File: src/rtl/divu_seq_pkg.sv
// Shared definitions for the sequential unsigned divider: DIVU funct code and FSM encodings.
package divu_seq_pkg;

    localparam logic [5:0] FUNCT_DIVU = 6'b011011;

    typedef enum logic [1:0] {
        DIV_IDLE = 2'd0,
        DIV_CALC = 2'd1,
        DIV_DONE = 2'd2
    } div_state_t;

endpackage

File: src/rtl/divu_seq_div_step.sv
// One radix-2 restoring division iteration, purely combinational.
module div_step #(
    parameter int WIDTH = 32
) (
    input  logic [WIDTH-1:0] R,
    input  logic [WIDTH-1:0] Q,
    input  logic [WIDTH-1:0] D,
    output logic [WIDTH-1:0] R_next,
    output logic [WIDTH-1:0] Q_next
);

    logic [WIDTH:0] trial;

    // Shift in the next dividend bit and try subtracting; a borrow means restore.
    always_comb begin
        trial = {R, Q[WIDTH-1]} - {1'b0, D};
        if (trial[WIDTH] == 1'b0) begin
            R_next = trial[WIDTH-1:0];
            Q_next = {Q[WIDTH-2:0], 1'b1};
        end else begin
            R_next = {R[WIDTH-2:0], Q[WIDTH-1]};
            Q_next = {Q[WIDTH-2:0], 1'b0};
        end
    end

endmodule

File: src/rtl/divu_seq.sv
// Sequential unsigned divider: one quotient bit per clock, result as {remainder, quotient}.
module divu_seq
    import divu_seq_pkg::*;
#(
    parameter int WIDTH = 32,
    parameter int CNT_W = 6
) (
    input  logic                 clk,
    input  logic                 reset,
    input  logic                 start,
    input  logic [WIDTH-1:0]     dataA,
    input  logic [WIDTH-1:0]     dataB,
    output logic                 busy,
    output logic                 done,
    output logic                 div_zero,
    output logic [2*WIDTH-1:0]   DivAns
);

    localparam logic [CNT_W-1:0] LAST_CNT = CNT_W'(WIDTH - 1);

    div_state_t       state;
    logic [CNT_W-1:0] cnt;
    logic [WIDTH-1:0] rem_reg;
    logic [WIDTH-1:0] quo_reg;
    logic [WIDTH-1:0] div_reg;
    logic [WIDTH-1:0] rem_next;
    logic [WIDTH-1:0] quo_next;

    div_step #(
        .WIDTH (WIDTH)
    ) u_step (
        .R      (rem_reg),
        .Q      (quo_reg),
        .D      (div_reg),
        .R_next (rem_next),
        .Q_next (quo_next)
    );

    // A start is accepted from IDLE and from DONE, so results can stream back-to-back.
    always_ff @(posedge clk) begin
        if (reset) begin
            state    <= DIV_IDLE;
            cnt      <= '0;
            rem_reg  <= '0;
            quo_reg  <= '0;
            div_reg  <= '0;
            busy     <= 1'b0;
            done     <= 1'b0;
            div_zero <= 1'b0;
            DivAns   <= '0;
        end else begin
            done <= 1'b0;
            case (state)
                DIV_IDLE, DIV_DONE: begin
                    if (start) begin
                        if (dataB == '0) begin
                            state    <= DIV_DONE;
                            busy     <= 1'b0;
                            done     <= 1'b1;
                            div_zero <= 1'b1;
                            DivAns   <= {dataA, {WIDTH{1'b1}}};
                        end else begin
                            state    <= DIV_CALC;
                            busy     <= 1'b1;
                            div_zero <= 1'b0;
                            cnt      <= '0;
                            rem_reg  <= '0;
                            quo_reg  <= dataA;
                            div_reg  <= dataB;
                        end
                    end else begin
                        state <= DIV_IDLE;
                        busy  <= 1'b0;
                    end
                end
                DIV_CALC: begin
                    rem_reg <= rem_next;
                    quo_reg <= quo_next;
                    cnt     <= cnt + 1'b1;
                    if (cnt == LAST_CNT) begin
                        state  <= DIV_DONE;
                        busy   <= 1'b0;
                        done   <= 1'b1;
                        DivAns <= {rem_next, quo_next};
                    end
                end
                default: begin
                    state <= DIV_IDLE;
                    busy  <= 1'b0;
                end
            endcase
        end
    end

endmodule

File: config.mk
export PLATFORM = sky130hd
export DESIGN_NAME = divu_seq
export DESIGN_NICKNAME = d
export VERILOG_FILES = /design/src/rtl/divu_seq_pkg.sv /design/src/rtl/divu_seq_div_step.sv /design/src/rtl/divu_seq.sv
export SDC_FILE = /design/constraint.sdc
export NUM_CORES = 1
export LEC_CHECK = 0
export CORE_MARGIN = 4
export CORE_UTILIZATION = 55
export CTS_BUF_LIST = sky130_fd_sc_hd__clkbuf_16
export DETAILED_ROUTE_END_ITERATION = 6
export PLACE_DENSITY = 0.88
export SLEW_MARGIN = 20
export SYNTH_ARGS = -nofsm -noshare
export SYNTH_HDL_FRONTEND = slang
export SYNTH_SLANG_ARGS = --single-unit
export TNS_END_PERCENT = 5
File: constraint.sdc
create_clock -name clk -period 3.7 [get_ports clk]
set_input_delay 0.74 -clock clk [delete_from_list [all_inputs] [get_ports clk]]
set_output_delay 0.74 -clock clk [all_outputs]
set_load 0.005 [all_outputs]
==> out/results.txt <==
first-pass GRT wire length: 40200 um
crit start category: flop
post-route setup TNS: 0 ps
largest net degree at the start of global routing: 108
antenna cells: 0
Synth top area share: 0.383
Max Clock Freq: 287 MHz
cell with the most instances after synthesis: nand2_1
Hold Crit Class: flop to flop
Synth Flop Type: dfxtp_1
Die W: 135 um
remaining global-route overflow: 0
Port Buffers: 133
Synth warnings: 0
Final period util: 0.940
Mapped Cells: 1152
TritonCTS clock tree: done
remaining antenna violation count: 0
Skew-Pair Late Insertion Delay: 430 ps
Mapped Area: 0.00890 sq mm
post-CTS sizing: 0
DRC Markers: 0
worst slack, placed: -4.04 ps
Global Route Usage Sum: 0.271
Slew Viols, Final: 0
crit path from: quo_reg[31]
Post-synth ARST share: 0
WP data required: 3970 ps
register area: 0.00340 sq mm
DP Wirelength: 18300 um
status: finished clean
crit end category: flop
WL final: 25300 um
Die H: 135 um
gpl congestion: 0.982
number of antenna violations at the first check in global routing: 0
number of buffers created by CTS: 17
hold path start: div_reg[16]
synth cell count leaders: nand2_1 (216), dfxtp_1 (170), nor2_1 (132)
vias in the first global route: 8033
DR vias/cell: 6.00
DRT iter0 DRCs: 839
Util after Layout: 0.694
maximum vdd drop: 0.000391 V
RSZ-0062 raised after global routing: false
kind of critical path: flop to flop
PwrDens: 707 mW/mm^2
DIE AREA: 0.0183 sq mm
max_slew headroom: 0.294
H-tree depth reported by CTS: 4
critical-path maximum fanout: 8
Unique masters post-synth: 67
I/O pin cnt: 134
Fillers: 1292
CTS Root Cell: clkbuf_16
Slew @ Worst Pin: 1060 ps
share of the yosys chip area belonging to registers: 0.383
LEAKAGE: 4.10 nW
CTS Hold Bufs: 0
Area Overhead vs Synth: 23.9%
Worst Clk Skew: 12.7 ps
syn nets: 1253
area of the multi-input gates: 0.00504 sq mm
post-layout net count: 1339
num rows: 46
smallest hold slack: 454 ps
Setup WS post-layout: 220 ps
Clock Path Buffers: 2
syn avg cell area: 7.72 sq um
Clk pin slew, worst setup/hold paths: 70 ps
leading area contributor after synthesis: dfxtp_1
Starting Density: 0.560
Clock Sinks: 170
core area: 0.0159 sq mm
Largest register FFs: 64
Largest Register: DivAns
Avg WL per Cell: 17.2 um
EDFF count, synth: 0
layout cells sized above 1: 0.0679
detailed-router iteration count before antenna repair: 7
vias: 8802
Final min period: 3480 ps
worst path arrival time: 3750 ps
r2r startpoint: quo_reg[31]
Final Hold Viols: 0
setup violators final: 0
Setup Buffers After CTS: 0
Synth Register Bits: 170
total power draw: 0.00780 W
max-capacitance violation count: 0
ranking of synthesized cells by area: dfxtp_1 (38%), nand2_1 (9.1%), a21oi_1 (6.5%), nor2_1 (5.6%), a311oi_1 (4.7%)
## worst paths after layout
check / to / slack, ps / cells past startpoint
min reg2reg: div_reg[16] / 450 / 2
min: div_reg[16] / 450 / 2
max: rem_reg[24] / 220 / 13
max reg2reg: rem_reg[24] / 220 / 13
## placed cells by master, fill, tap and decap left out, types with 5 or more instances in the layout
cell type        instances
a211oi_1                55
a21o_1                  15
a21oi_1                116
a311oi_1                48
a31oi_1                 13
and3_1                   6
buf_4                   17
clkbuf_16               17
clkdlybuf4s50_1        132
dfxtp_1                170
ha_1                    33
inv_1                   40
mux2_2                  14
nand2_1                216
nand3_1                 28
nand3b_1                 5
nand4_1                  5
nor2_1                 131
nor3_1                  14
nor4_1                  15
o211ai_1                 5
o21a_1                   7
o21ai_0                 27
or3_1                   11
xnor2_1                 10
xor2_1                  12
## area by class of cell
class / count / area share
well taps: 216 / 0.0245
inverters: 40 / 0.0136
repair buffers: 153 / 0.139
clock buffers: 17 / 0.0386
multi-input cells: 856 / 0.457
clock inverters: 15 / 0.0189
flip-flops and latches: 170 / 0.309
## critical path: stages (launching register included)
cell      delay, ps
dfxtp_1         320
inv_1            80
ha_1            180
inv_1            60
fa_1            420
a211oi_1        270
o21ai_1         210
o211a_1         300
a21oi_2         260
a21oi_4         130
xor2_2          330
buf_4           240
mux2i_1         390
a21oi_1         120
## metrics by stage
stage          cell area [sq um]  instances
2_1_floorplan               8900       1152
3_3_place_gp               10400       1435
3_5_place_dp               10400       1435
4_1_cts                    11000       1467
5_1_grt                    11000       1467
6_report                   11000       1467
## where the power goes
part           leakage [nW]  total, W  switching [W]  internal (W)
Clock                 0.306   0.00190       0.000810       0.00109
Combinational          2.40   0.00372        0.00221       0.00151
Sequential             1.39   0.00218       0.000163       0.00202
## per-layer routing
layer,track usage,part of all wire,vias up
met4,0.0633,0.010,0
met1,0.378,0.45,4126
met5,0,0,-
li1,-,-,4284
met3,0.0539,0.076,27
met2,0.434,0.46,365
## cells by family (layout without fill, tap and decap cells)
logic type / count (synthesis) / after routing / share of synthesized area
AND/OR/NAND/NOR: 453 / 453 / 0.220
AO/OA/AOI/OAI: 327 / 327 / 0.246
flip-flops: 170 / 170 / 0.383
buffers and inverters: 126 / 225 / 0.0560
adder cells (fa/ha/maj): 34 / 34 / 0.0487
XOR/XNOR: 24 / 24 / 0.0245
multiplexers: 18 / 18 / 0.0222
(Power assumes the default switching activity.)
